## config.mk

```make
export PLATFORM = sky130hd
export DESIGN_NAME = seg_scan_driver
export DESIGN_NICKNAME = d
export VERILOG_FILES = /design/src/rtl/seg_scan_driver.sv
export SDC_FILE = /design/constraint.sdc
export NUM_CORES = 1
export LEC_CHECK = 0
export CAP_MARGIN = 10
export CORE_ASPECT_RATIO = 0.9
export CORE_UTILIZATION = 52
export CTS_BUF_LIST = sky130_fd_sc_hd__clkbuf_16
export DETAILED_ROUTE_END_ITERATION = 10
export GPL_ROUTABILITY_DRIVEN = 0
export PLACE_DENSITY = 0.77
export RECOVER_POWER = 25
export SLEW_MARGIN = 30
export SYNTH_ARGS = -nofsm -noshare
export SYNTH_HDL_FRONTEND = slang
export SYNTH_SLANG_ARGS = --single-unit
```

## constraint.sdc

```tcl
create_clock -name clk -period 2.4 [get_ports clk]
set_clock_uncertainty 0.2 [all_clocks]
set_input_delay 0.48 -clock clk [delete_from_list [all_inputs] [get_ports clk]]
set_output_delay 0.48 -clock clk [all_outputs]
set_load 0.05 [all_outputs]
```

## src/rtl/seg_scan_driver.sv

```systemverilog
// Four-digit common-anode seven-segment scan driver with a double-buffered frame,
// per-slot blanking gap and registered cathode/anode outputs.
module seg_scan_driver #(
    parameter int CLK_DIV   = 100000,
    parameter int BLANK_CYC = 1000
) (
    input  logic        clk,
    input  logic        reset,
    input  logic [15:0] digits,
    input  logic [3:0]  digit_en,
    input  logic [3:0]  dp,
    output logic [6:0]  seg,
    output logic        dp_n,
    output logic [3:0]  an,
    output logic        frame_tick
);

    localparam int                DIV_W    = $clog2(CLK_DIV);
    localparam logic [DIV_W-1:0]  DIV_LAST = DIV_W'(CLK_DIV - 1);
    localparam logic [DIV_W-1:0]  BLANK_V  = DIV_W'(BLANK_CYC);

    logic [DIV_W-1:0] div_cnt_q, div_cnt_d;
    logic [1:0]       slot_q, slot_d;
    logic [15:0]      shadow_dig_q, shadow_dig_d;
    logic [3:0]       shadow_en_q, shadow_en_d;
    logic [3:0]       shadow_dp_q, shadow_dp_d;
    logic [3:0]       an_q, an_d;
    logic [6:0]       seg_q, seg_d;
    logic             dp_n_q, dp_n_d;
    logic             frame_tick_q, frame_tick_d;

    logic             frame_end;
    logic             lit;
    logic [3:0]       nib;

    function automatic logic [6:0] hex7(input logic [3:0] v);
        unique case (v)
            4'h0: hex7 = 7'b1000000;
            4'h1: hex7 = 7'b1111001;
            4'h2: hex7 = 7'b0100100;
            4'h3: hex7 = 7'b0110000;
            4'h4: hex7 = 7'b0011001;
            4'h5: hex7 = 7'b0010010;
            4'h6: hex7 = 7'b0000010;
            4'h7: hex7 = 7'b1111000;
            4'h8: hex7 = 7'b0000000;
            4'h9: hex7 = 7'b0010000;
            4'hA: hex7 = 7'b0001000;
            4'hB: hex7 = 7'b0000011;
            4'hC: hex7 = 7'b1000110;
            4'hD: hex7 = 7'b0100001;
            4'hE: hex7 = 7'b0000110;
            4'hF: hex7 = 7'b0001110;
        endcase
    endfunction

    always_comb begin
        // NOTE: every signal driven here gets a default first, so no path leaves one unassigned (no latch).
        div_cnt_d    = div_cnt_q + 1'b1;
        slot_d       = slot_q;
        shadow_dig_d = shadow_dig_q;
        shadow_en_d  = shadow_en_q;
        shadow_dp_d  = shadow_dp_q;
        an_d         = 4'b1111;
        seg_d        = 7'b1111111;
        dp_n_d       = 1'b1;

        frame_end    = (div_cnt_q == DIV_LAST) && (slot_q == 2'd3);
        frame_tick_d = frame_end;
        nib          = shadow_dig_q[{slot_q, 2'b00} +: 4];
        lit          = (div_cnt_q >= BLANK_V) && shadow_en_q[slot_q];

        if (div_cnt_q == DIV_LAST) begin
            div_cnt_d = '0;
            slot_d    = slot_q + 1'b1;
        end

        // Inputs are sampled only at the frame boundary so a frame never tears.
        if (frame_end) begin
            shadow_dig_d = digits;
            shadow_en_d  = digit_en;
            shadow_dp_d  = dp;
        end

        if (lit) begin
            an_d   = ~(4'b0001 << slot_q);
            seg_d  = hex7(nib);
            dp_n_d = ~shadow_dp_q[slot_q];
        end
    end

    // NOTE: sequential state uses non-blocking assignments only; the frame buffer is reset
    // too, because the first frame after reset must come up dark rather than show stale data.
    always_ff @(posedge clk or posedge reset) begin
        if (reset) begin
            div_cnt_q    <= '0;
            slot_q       <= 2'd0;
            shadow_dig_q <= 16'h0000;
            shadow_en_q  <= 4'b0000;
            shadow_dp_q  <= 4'b0000;
            an_q         <= 4'b1111;
            seg_q        <= 7'b1111111;
            dp_n_q       <= 1'b1;
            frame_tick_q <= 1'b0;
        end else begin
            div_cnt_q    <= div_cnt_d;
            slot_q       <= slot_d;
            shadow_dig_q <= shadow_dig_d;
            shadow_en_q  <= shadow_en_d;
            shadow_dp_q  <= shadow_dp_d;
            an_q         <= an_d;
            seg_q        <= seg_d;
            dp_n_q       <= dp_n_d;
            frame_tick_q <= frame_tick_d;
        end
    end

    assign an         = an_q;
    assign seg        = seg_q;
    assign dp_n       = dp_n_q;
    assign frame_tick = frame_tick_q;

endmodule

```

== Word-level counts from Yosys, hierarchy flattened ==
Memories as Yosys holds them, arrays and structs flattened.
Index checks and enable logic that the tools add are counted.

* Flip-flop bits (word level): 56
* Memory bits (read-only): 112
* Bits of input ports: 26
* Output and inout bits: 13
* Word-level logic and storage cells: 30
* Memories: 1

* Add/sub/neg operators: 2
* $lt $le $gt $ge: 2
* Equality and inequality tests: 2
* Shift operators: 2
* Muxes and demuxes: 8
* Bitwise logic cells: 2
* Reduce and logical (&&, ||, !) cells: 2

{| class="wikitable"
|+ Memory list
! memory !! depth !! bits a word !! read ports !! clocked after memory_dff !! wr ports !! line !! text
|-
| (no name shown) || 16 || 7 || 1 || 0 || 0 || 37 || <nowiki>unique case (v)</nowiki>
|}

{| class="wikitable"
|+ Operators by type and width
! kind !! number
|-
| 17-bit by 1-bit adder with 17-bit output, second input constant || 1
|-
| 17-bit equality test, second input constant || 1
|-
| 17-bit by 10-bit greater-or-equal comparator with 1-bit output, second input constant || 1
|-
| 17-bit two-way mux || 1
|-
| 16-bit by 5-bit indexed part select with 4-bit output || 1
|-
| 7-bit two-way mux || 1
|-
| 1-bit binary-select mux with 2-bit select || 2
|-
| 4-bit two-way mux || 1
|-
| 4-bit NOT || 1
|-
| 1-bit by 2-bit left shift with 4-bit output, first input constant || 1
|-
| 2-bit by 3-bit less-than comparator with 1-bit output, second input constant || 1
|-
| 1-bit two-way mux || 3
|-
| 2-bit by 1-bit adder with 2-bit output, second input constant || 1
|-
| 2-bit equality test, second input constant || 1
|-
| 1-bit logical AND || 2
|-
| 1-bit NOT || 1
|}

== Logic depth before layout (Yosys ltp) ==
Gate-level depths: netlist (run 1).

* Depth in word-level cells: 4
* Depth in mapped cells: 8
* Gate-level depth less buffers: 7

== Worst setup path after synthesis (run 1) ==
No wires, ideal clock.

* Path kind: register -> register
* Start point: register div_cnt_q[0]
* End point: register shadow_dig_q[14]
* Library setup time: 125 ps
* Data arrival time: 1861 ps
* Required time: 2075 ps
* Path slack: 214 ps
* Cell stages (with the launch flop): 8
* Buffers on the path: 2
* Clock period less this slack: 2186 ps
* Path through: dfrtp_1 > ha_1 > and4_1 > buf_4 > nand4bb_4 > nor3_4 > buf_6 > mux2_2

* Longest elaborated chain between the ends: 2

{| class="wikitable"
|+ Ends and longest elaborated chain
! item !! line !! text
|-
| start: declaration || 22 || <nowiki>logic [DIV_W-1:0] div_cnt_q, div_cnt_d;</nowiki>
|-
| start signal: assignment || 106 || <nowiki>div_cnt_q <= div_cnt_d;</nowiki>
|-
| 17-bit equality test || 68 || <nowiki>frame_end = (div_cnt_q == DIV_LAST) && (slot_q == 2'd3);</nowiki>
|-
| 1-bit logical AND || 68 ||
|-
| end signal: assignment || 108 || <nowiki>shadow_dig_q <= shadow_dig_d;</nowiki>
|-
| end: declaration || 24 || <nowiki>logic [15:0] shadow_dig_q, shadow_dig_d;</nowiki>
|}

No other way between the ends.
A chain may end at the register's enable or synchronous reset.

== Worst setup path in the final report (run 1) ==
* Start point: register an_q[2], in the netlist an[2]
* End point: output port an[2]

{| class="wikitable"
|+ RTL lines
! item !! line !! text
|-
| start: declaration || 27 || <nowiki>logic [3:0] an_q, an_d;</nowiki>
|-
| start signal: assignment || 111 || <nowiki>an_q <= an_d;</nowiki>
|-
| end: declaration || 14 || <nowiki>output logic [3:0] an,</nowiki>
|}

No word-level cell between the ends.

==> impl_metrics.py, run 1 <==
metrics = {
    "finish": {
        "drive_gt1_share_pct": 24.9,
        "layout_commonest_cell": "dfrtp_1",
        "multiInputGateArea_um2": 1250,
        "final_util_pct": 68.6,
        "fillCellCount": 372,
        "num_antenna_cells": 0,
        "final_cell_mix": "dfrtp_1 (44), clkdlybuf4s50_1 (38), mux2_2 (27)",
        "regArea_um2": 1420,
        "nets": 298,
        "stdcell_area_um2": 3400,
        "areaGrowthSynthToFinish_pct": 23.4,
        "final_cells": 326,
    },
    "sta": {
        "fmax_ghz": 0.437,
        "hold_slack_ns": 0.306,
        "fin_crit_sh_pct": 95.3,
        "report.final.slew_viol_count": 0,
        "rsz0062_at_grt": "false",
        "setup_ws_ns": 0.112,
        "hold_viol": 0,
        "fin_crit_ns": 2.29,
        "worst_slew_pin_slew_ns": 1.33,
        "setup_viol": 0,
        "setup_tns_ns": 0,
        "timing.slew.headroom_pct": 11.1,
    },
    "routing": {
        "routedWlPerCell_um": 14.6,
        "first_iter_violations": 94,
        "num_vias": 1758,
        "vias_per_cell": 5.39,
        "postRouteAntennaNets": 0,
        "drc": 0,
        "wl_um": 4760,
        "first_pass_iters": 4,
    },
    "die": {
        "die_w_um": 78.7,
        "die_y_um": 71.0,
        "core-area_um2": 4950,
        "row_count": 24,
        "start_util_pct": 55.6,
        "dieArea_um2": 5590,
        "io_pins": 39,
    },
    "power": {
        "p_leak_nw": 1.52,
        "pwr-share-comb_pct": 3.2,
        "p_clk_share_pct": 44.7,
        "internal-power_mw": 1.47,
        "peakVddDrop_mv": 0.314,
        "switching_share_pct": 18.9,
        "p_total_mw": 1.81,
        "sequentialPowerShare_pct": 52.1,
        "cellPowerDensity_nw_per_um2": 534,
        "p_sw_mw": 0.343,
    },
    "placement": {
        "hpwl_um": 3390,
        "placedCellCount": 318,
        "place_ws_ns": 0.246,
        "dpl_cell_area_um2": 3250,
        "io_buffers": 38,
    },
    "worst_hold_path": {
        "hold_path_class": "reg2reg",
        "min-delay-start": "shadow_dp_q[2]",
    },
    "global_route": {
        "global_route.usage.met1_pct": 28.2,
        "use_met2_pct": 31.1,
        "grt_usage_pct": 19.9,
        "grt_pass1_vias": 1818,
        "grt_max_degree": 57,
        "grtUsageMet3_pct": 4.26,
        "grt_pass1_wl_um": 8500,
        "grt_overflow": 0,
        "busiest_layer": "met2",
        "antenna_found_initial": 0,
    },
    "logic_synthesis": {
        "synth-compound-area-share_pct": 3.32,
        "synth.cell_area_um2": 2750,
        "synth_nets": 253,
        "synth_top_family_by_area": "multiplexers",
        "synth-xor-area-share_pct": 5.72,
        "ys_types": 38,
        "synthCells": 215,
        "yosys.area_share.adder_pct": 5.45,
        "synthMuxAreaShare_pct": 19.0,
        "synth_seq_cells": 56,
        "yosys_warnings": 0,
        "syn_area_per_cell_um2": 12.8,
        "synth-simple-area-share_pct": 11.9,
        "ys_seq_area_share_pct": 51.4,
    },
    "critical_path": {
        "path_cells": "clkdlybuf4s50_1",
        "r2r-start": "slot_q[1]",
        "crit_start": "an[2]",
        "worstPathMaxFanout": 1,
        "cpMaxStageDelayCell": "clkdlybuf4s50_1",
        "path_class": "reg2out",
        "max_stage_delay_ns": 0.79,
        "cp.arrival_ns": 1.61,
        "worst_ep_required_time_ns": 1.72,
        "ff2ff_setup_slack_ns": 0.23,
        "endpoint_kind": "output pin",
        "cp-start-kind": "flop",
        "path_buf_inv": 1,
        "cpLargestDelayFamily": "buffers and inverters",
    },
    "clocking": {
        "clk_latency_ns": 0.29,
        "clk_path_buf_depth": 2,
        "clk_pin_slew_ns": 0.07,
        "cts_hold_buf": 0,
        "cts_root_buffer": "clkbuf_16",
        "cts_buffers": 5,
        "cts_sinks": 56,
        "cts_resized": 0,
        "post_cts_buffers": 0,
        "cts_tree": "yes",
        "htreeDepth": 2,
    },
    "run": {
        "drv_cap": 0,
    },
    "outcome": {
        "status": "completed",
    },
}
-- cells in the mapped netlist --
cell type / number / area (µm²)
nand3_1: 10 / 50.1
nor2_1: 11 / 41.3
mux2i_1: 5 / 50.1
and2_1: 1 / 6.26
nor4_1: 2 / 12.5
mux4_2: 7 / 158
dfrtp_1: 44 / 1100
dfstp_2: 12 / 315
xor2_1: 9 / 78.8
nor3_1: 4 / 20.0
mux2_2: 27 / 304
and4_1: 2 / 17.5
mux2_1: 1 / 11.3
o221ai_1: 1 / 8.76
buf_2: 2 / 10.0
ha_1: 12 / 150
xnor2_1: 9 / 78.8
buf_4: 2 / 15.0
or4_1: 1 / 7.51
o211ai_1: 3 / 22.5
nand4bb_4: 1 / 27.5
buf_6: 2 / 22.5
o21ai_0: 3 / 15.0
o31ai_1: 2 / 15.0
nand2_1: 17 / 63.8
a211oi_1: 1 / 7.51
clkbuf_1: 2 / 7.51
and3_1: 2 / 12.5
nor2b_1: 2 / 12.5
o311ai_0: 1 / 8.76
and4bb_2: 1 / 12.5
nor3b_1: 1 / 7.51
o311ai_1: 1 / 8.76
inv_1: 9 / 33.8
nand4_1: 2 / 12.5
a21oi_1: 1 / 5.00
nor3_4: 1 / 16.3
nor2_2: 1 / 6.26
-- cell type report --
| cell class | count | share of cell area [%] |
|---|---|---|
| clock buffer | 5 | 3.68 |
| clock inverter | 3 | 1.25 |
| inverter | 9 | 0.994 |
| multi-input combinational | 142 | 36.7 |
| sequential | 56 | 41.7 |
| tap | 65 | 2.39 |
| timing repair buffer | 46 | 13.3 |
-- power groups by stage --
stage          clock network, mW  logic, mW  registers (mW)
6_report                   0.811     0.0585           0.944
5_1_grt                    0.867     0.0652           0.944
4_1_cts                    0.825     0.0637           0.944
3_5_place_dp                   0     0.0637           0.962
3_3_place_gp                   0     0.0631           0.962
2_1_floorplan                  0     0.0139           0.962
-- registers in the layout, summed over array words and instances (netlist names) --
| name | count |
|---|---|
| seg | 7 |
| div_cnt_q | 17 |
| slot_q | 2 |
| shadow_dp_q | 4 |
| frame_tick | 1 |
| an | 4 |
| shadow_en_q | 4 |
| shadow_dig_q | 16 |
| dp_n | 1 |
-- cell families after synthesis --
group	Yosys count
DFF	56
AOI/OAI and AO/OA	13
buffers and inverters	17
adders and majority gates	12
xor gates and xnor gates	18
and+or+nand+nor	59
muxes	40
-- per-layer routing --
metal | routed length (µm) | vias up
met5 | 0 | -
li1 | - | 846
met4 | 44 | 0
met3 | 177 | 5
met2 | 2260 | 49
met1 | 2280 | 858
-- final timing paths --
check / end / cells after the start
min: shadow_dp_q[2] / 1
max in group asynchronous: shadow_dig_q[1] / 3
min in group asynchronous: shadow_en_q[2] / 3
max: an[2] / 1
min reg2reg: shadow_dp_q[2] / 1
max reg2reg: seg[3] / 7
No activity file was read; power rests on OpenSTA's default activity.
==> run 2: changes to the inputs <==
--- a/config.mk
+++ b/config.mk
@@ -7,13 +7,14 @@
 export LEC_CHECK = 0
 export CAP_MARGIN = 10
 export CORE_ASPECT_RATIO = 0.9
-export CORE_UTILIZATION = 52
+export CORE_UTILIZATION = 49
 export CTS_BUF_LIST = sky130_fd_sc_hd__clkbuf_16
 export DETAILED_ROUTE_END_ITERATION = 10
 export GPL_ROUTABILITY_DRIVEN = 0
-export PLACE_DENSITY = 0.77
+export HOLD_SLACK_MARGIN = 0.03
+export PLACE_DENSITY = 0.76
 export RECOVER_POWER = 25
-export SLEW_MARGIN = 30
+export SLEW_MARGIN = 0
 export SYNTH_ARGS = -nofsm -noshare
 export SYNTH_HDL_FRONTEND = slang
 export SYNTH_SLANG_ARGS = --single-unit
==> constraint.sdc (replaced) <==
create_clock -name clk -period 2 [get_ports clk]
set_clock_uncertainty 0.2 [all_clocks]
set_input_delay 0.4 -clock clk [delete_from_list [all_inputs] [get_ports clk]]
set_output_delay 0.4 -clock clk [all_outputs]
set_load 0.05 [all_outputs]
==> run 2 against run 1 <==
The flow now finishes with violations (setup timing). Critical endpoint is now seg[3]. Via count grew 7.7%. Register-to-register slack got worse by 0.27 ns. Final area rose by 9.9%. Wire length grew 14%. Sequential power up 20%. First-iteration DRC count grew 60%. Largest cell class unchanged. Clock power is 9.4% higher. Sequential share of layout area is 3.8 points lower. Die area grew 6.0%.
==> impl_metrics.py, run 2 (synthesis gave the netlist of run 1 again) <==
metrics = {
    "outcome": {
        "status": "finished, violations left",
        "violations": "setup timing",
    },
    "sta": {
        "fin_crit_ns": 2.04,
        "report.final.slew_viol_count": 0,
        "setup_viol": 5,
        "timing.slew.headroom_pct": 50.1,
        "setup_tns_ns": -0.0559,
        "worst_slew_pin_slew_ns": 0.748,
        "setup_ws_ns": -0.0449,
        "rsz0062_at_grt": "true",
        "fin_crit_sh_pct": 102,
        "hold_viol": 0,
        "fmax_ghz": 0.489,
    },
    "critical_path": {
        "path_class": "reg2reg",
        "cp-endpoint": "seg[3]",
        "endpoint_kind": "flop",
        "worst_ep_required_time_ns": 2.02,
        "cp.arrival_ns": 2.07,
        "worstReg2RegEnd": "seg[3]",
        "crit_start": "slot_q[0]",
        "worstPathMaxFanout": 4,
        "ff2ff_setup_slack_ns": -0.04,
        "r2r-start": "slot_q[0]",
        "cp-start-kind": "flop",
        "reg2reg_depth": 6,
    },
    "global_route": {
        "grt_max_degree": 57,
        "grt_pass1_wl_um": 9110,
        "grt_pass1_vias": 1875,
        "antenna_found_initial": 0,
        "grt_overflow": 0,
        "grt_usage_pct": 20.6,
    },
    "power": {
        "p_sw_mw": 0.441,
        "cellPowerDensity_nw_per_um2": 560,
        "switching_share_pct": 21.1,
        "internal-power_mw": 1.65,
        "sequentialPowerShare_pct": 54.2,
        "pwr-share-comb_pct": 3.4,
        "p_clk_share_pct": 42.4,
        "peakVddDrop_mv": 0.436,
        "p_leak_nw": 1.70,
    },
    "finish": {
        "drive_gt1_share_pct": 39.7,
        "areaGrowthSynthToFinish_pct": 35.6,
        "stdcell_area_um2": 3730,
        "regMostFlops": "div_cnt_q",
        "num_antenna_cells": 0,
        "largest_register_ffs": 17,
        "layout_commonest_cell": "dfrtp_1",
        "final_cell_mix": "dfrtp_1 (44), mux2_2 (26), buf_4 (26)",
        "nets": 319,
    },
    "worst_hold_path": {
        "hold_path_class": "reg2reg",
    },
    "clocking": {
        "cts_tree": "yes",
        "cts_sinks": 56,
        "htreeDepth": 2,
        "clk_pin_slew_ns": 0.08,
        "clk_path_buf_depth": 2,
        "clk_latency_ns": 0.29,
        "cts_buffers": 5,
        "cts_root_buffer": "clkbuf_16",
    },
    "die": {
        "core-area_um2": 5320,
        "die_w_um": 81.0,
        "start_util_pct": 51.8,
        "dieArea_um2": 5920,
        "row_count": 25,
        "die_y_um": 73.1,
        "io_pins": 39,
    },
    "placement": {
        "hpwl_um": 3860,
        "io_buffers": 38,
        "dpl_cell_area_um2": 3510,
    },
    "routing": {
        "top_layer": "met4",
        "first_pass_iters": 4,
        "wl_met2_um": 2670,
        "routedWlPerCell_um": 15.5,
        "first_iter_violations": 150,
        "drc": 0,
        "postRouteAntennaNets": 0,
        "vias_per_cell": 5.43,
        "met3_wirelength_um": 185,
        "wirelength_met1_um": 2490,
        "wl_um": 5420,
        "num_vias": 1894,
    },
    "run": {
        "drv_cap": 0,
    },
}
[run 2: worst min-delay path by stage]
stage               cells past startpoint  slack [ns]            start         endpoint
CTS                                     3        0.28            reset     div_cnt_q[2]
global route                            1        0.32  shadow_dig_q[0]  shadow_dig_q[0]
finish                                  1        0.31   shadow_en_q[0]   shadow_en_q[0]
global placement                        1        0.29   shadow_dp_q[1]   shadow_dp_q[1]
detailed placement                      1        0.30   shadow_en_q[0]   shadow_en_q[0]
floorplan                               1        0.27     div_cnt_q[8]     div_cnt_q[8]
[run 2: timing repair]
action / CTS / global route
setup endpoints to repair: 24 / 30
gates cloned: 0 / 0
gates resized for setup: 3 / 11
hold buffers: 0 / 0
buffers inserted: 0 / 3
pin swaps: 0 / 2
[run 2: stage by stage]
stage               std cells  hold slack (ns)  setup slack (ns)  power, mW  utilization (%)
floorplan                 215            0.273            -0.183       1.17                -
global placement          338            0.290            0.0236       1.23             66.0
detailed placement        338            0.300           -0.0544       1.23             66.0
CTS                       346            0.285           -0.0207       2.11             69.0
global route              349            0.324            -0.114       2.17             70.2
finish                    349            0.312           -0.0449       2.09             70.2
[run 2: power by group through the flow]
stage | clock, mW | sequential, mW | combinational, mW
global route | 0.954 | 1.13 | 0.0793
detailed placement | 0 | 1.15 | 0.0769
floorplan | 0 | 1.15 | 0.0167
finish | 0.887 | 1.13 | 0.0712
global placement | 0 | 1.15 | 0.0763
CTS | 0.901 | 1.13 | 0.0771
[run 2: worst max-delay path, cell delays in order (launching register included)]
cell and delay (ns):
dfrtp_1 0.39, mux4_2 0.63, inv_2 0.15, ha_1 0.20, nor2b_1 0.19, a211oi_2 0.07, o21ai_1 0.14
[run 2: area by class of cell]
cell class	instances	area, µm²
fillers	383	1580
flip-flops and latches	56	1420
multi-input cells	142	1320
repair buffers	67	736
clock buffers	5	125
well taps	67	83.8
inverters	9	33.8
clock inverters	3	25.0
[run 2: metal layers]
layer | vias to the layer above | global-route usage, %
met2 | 43 | 32.0
met1 | 954 | 29.3
met3 | 6 | 4.63
met5 | - | 0
met4 | 0 | 5.36
li1 | 891 | -
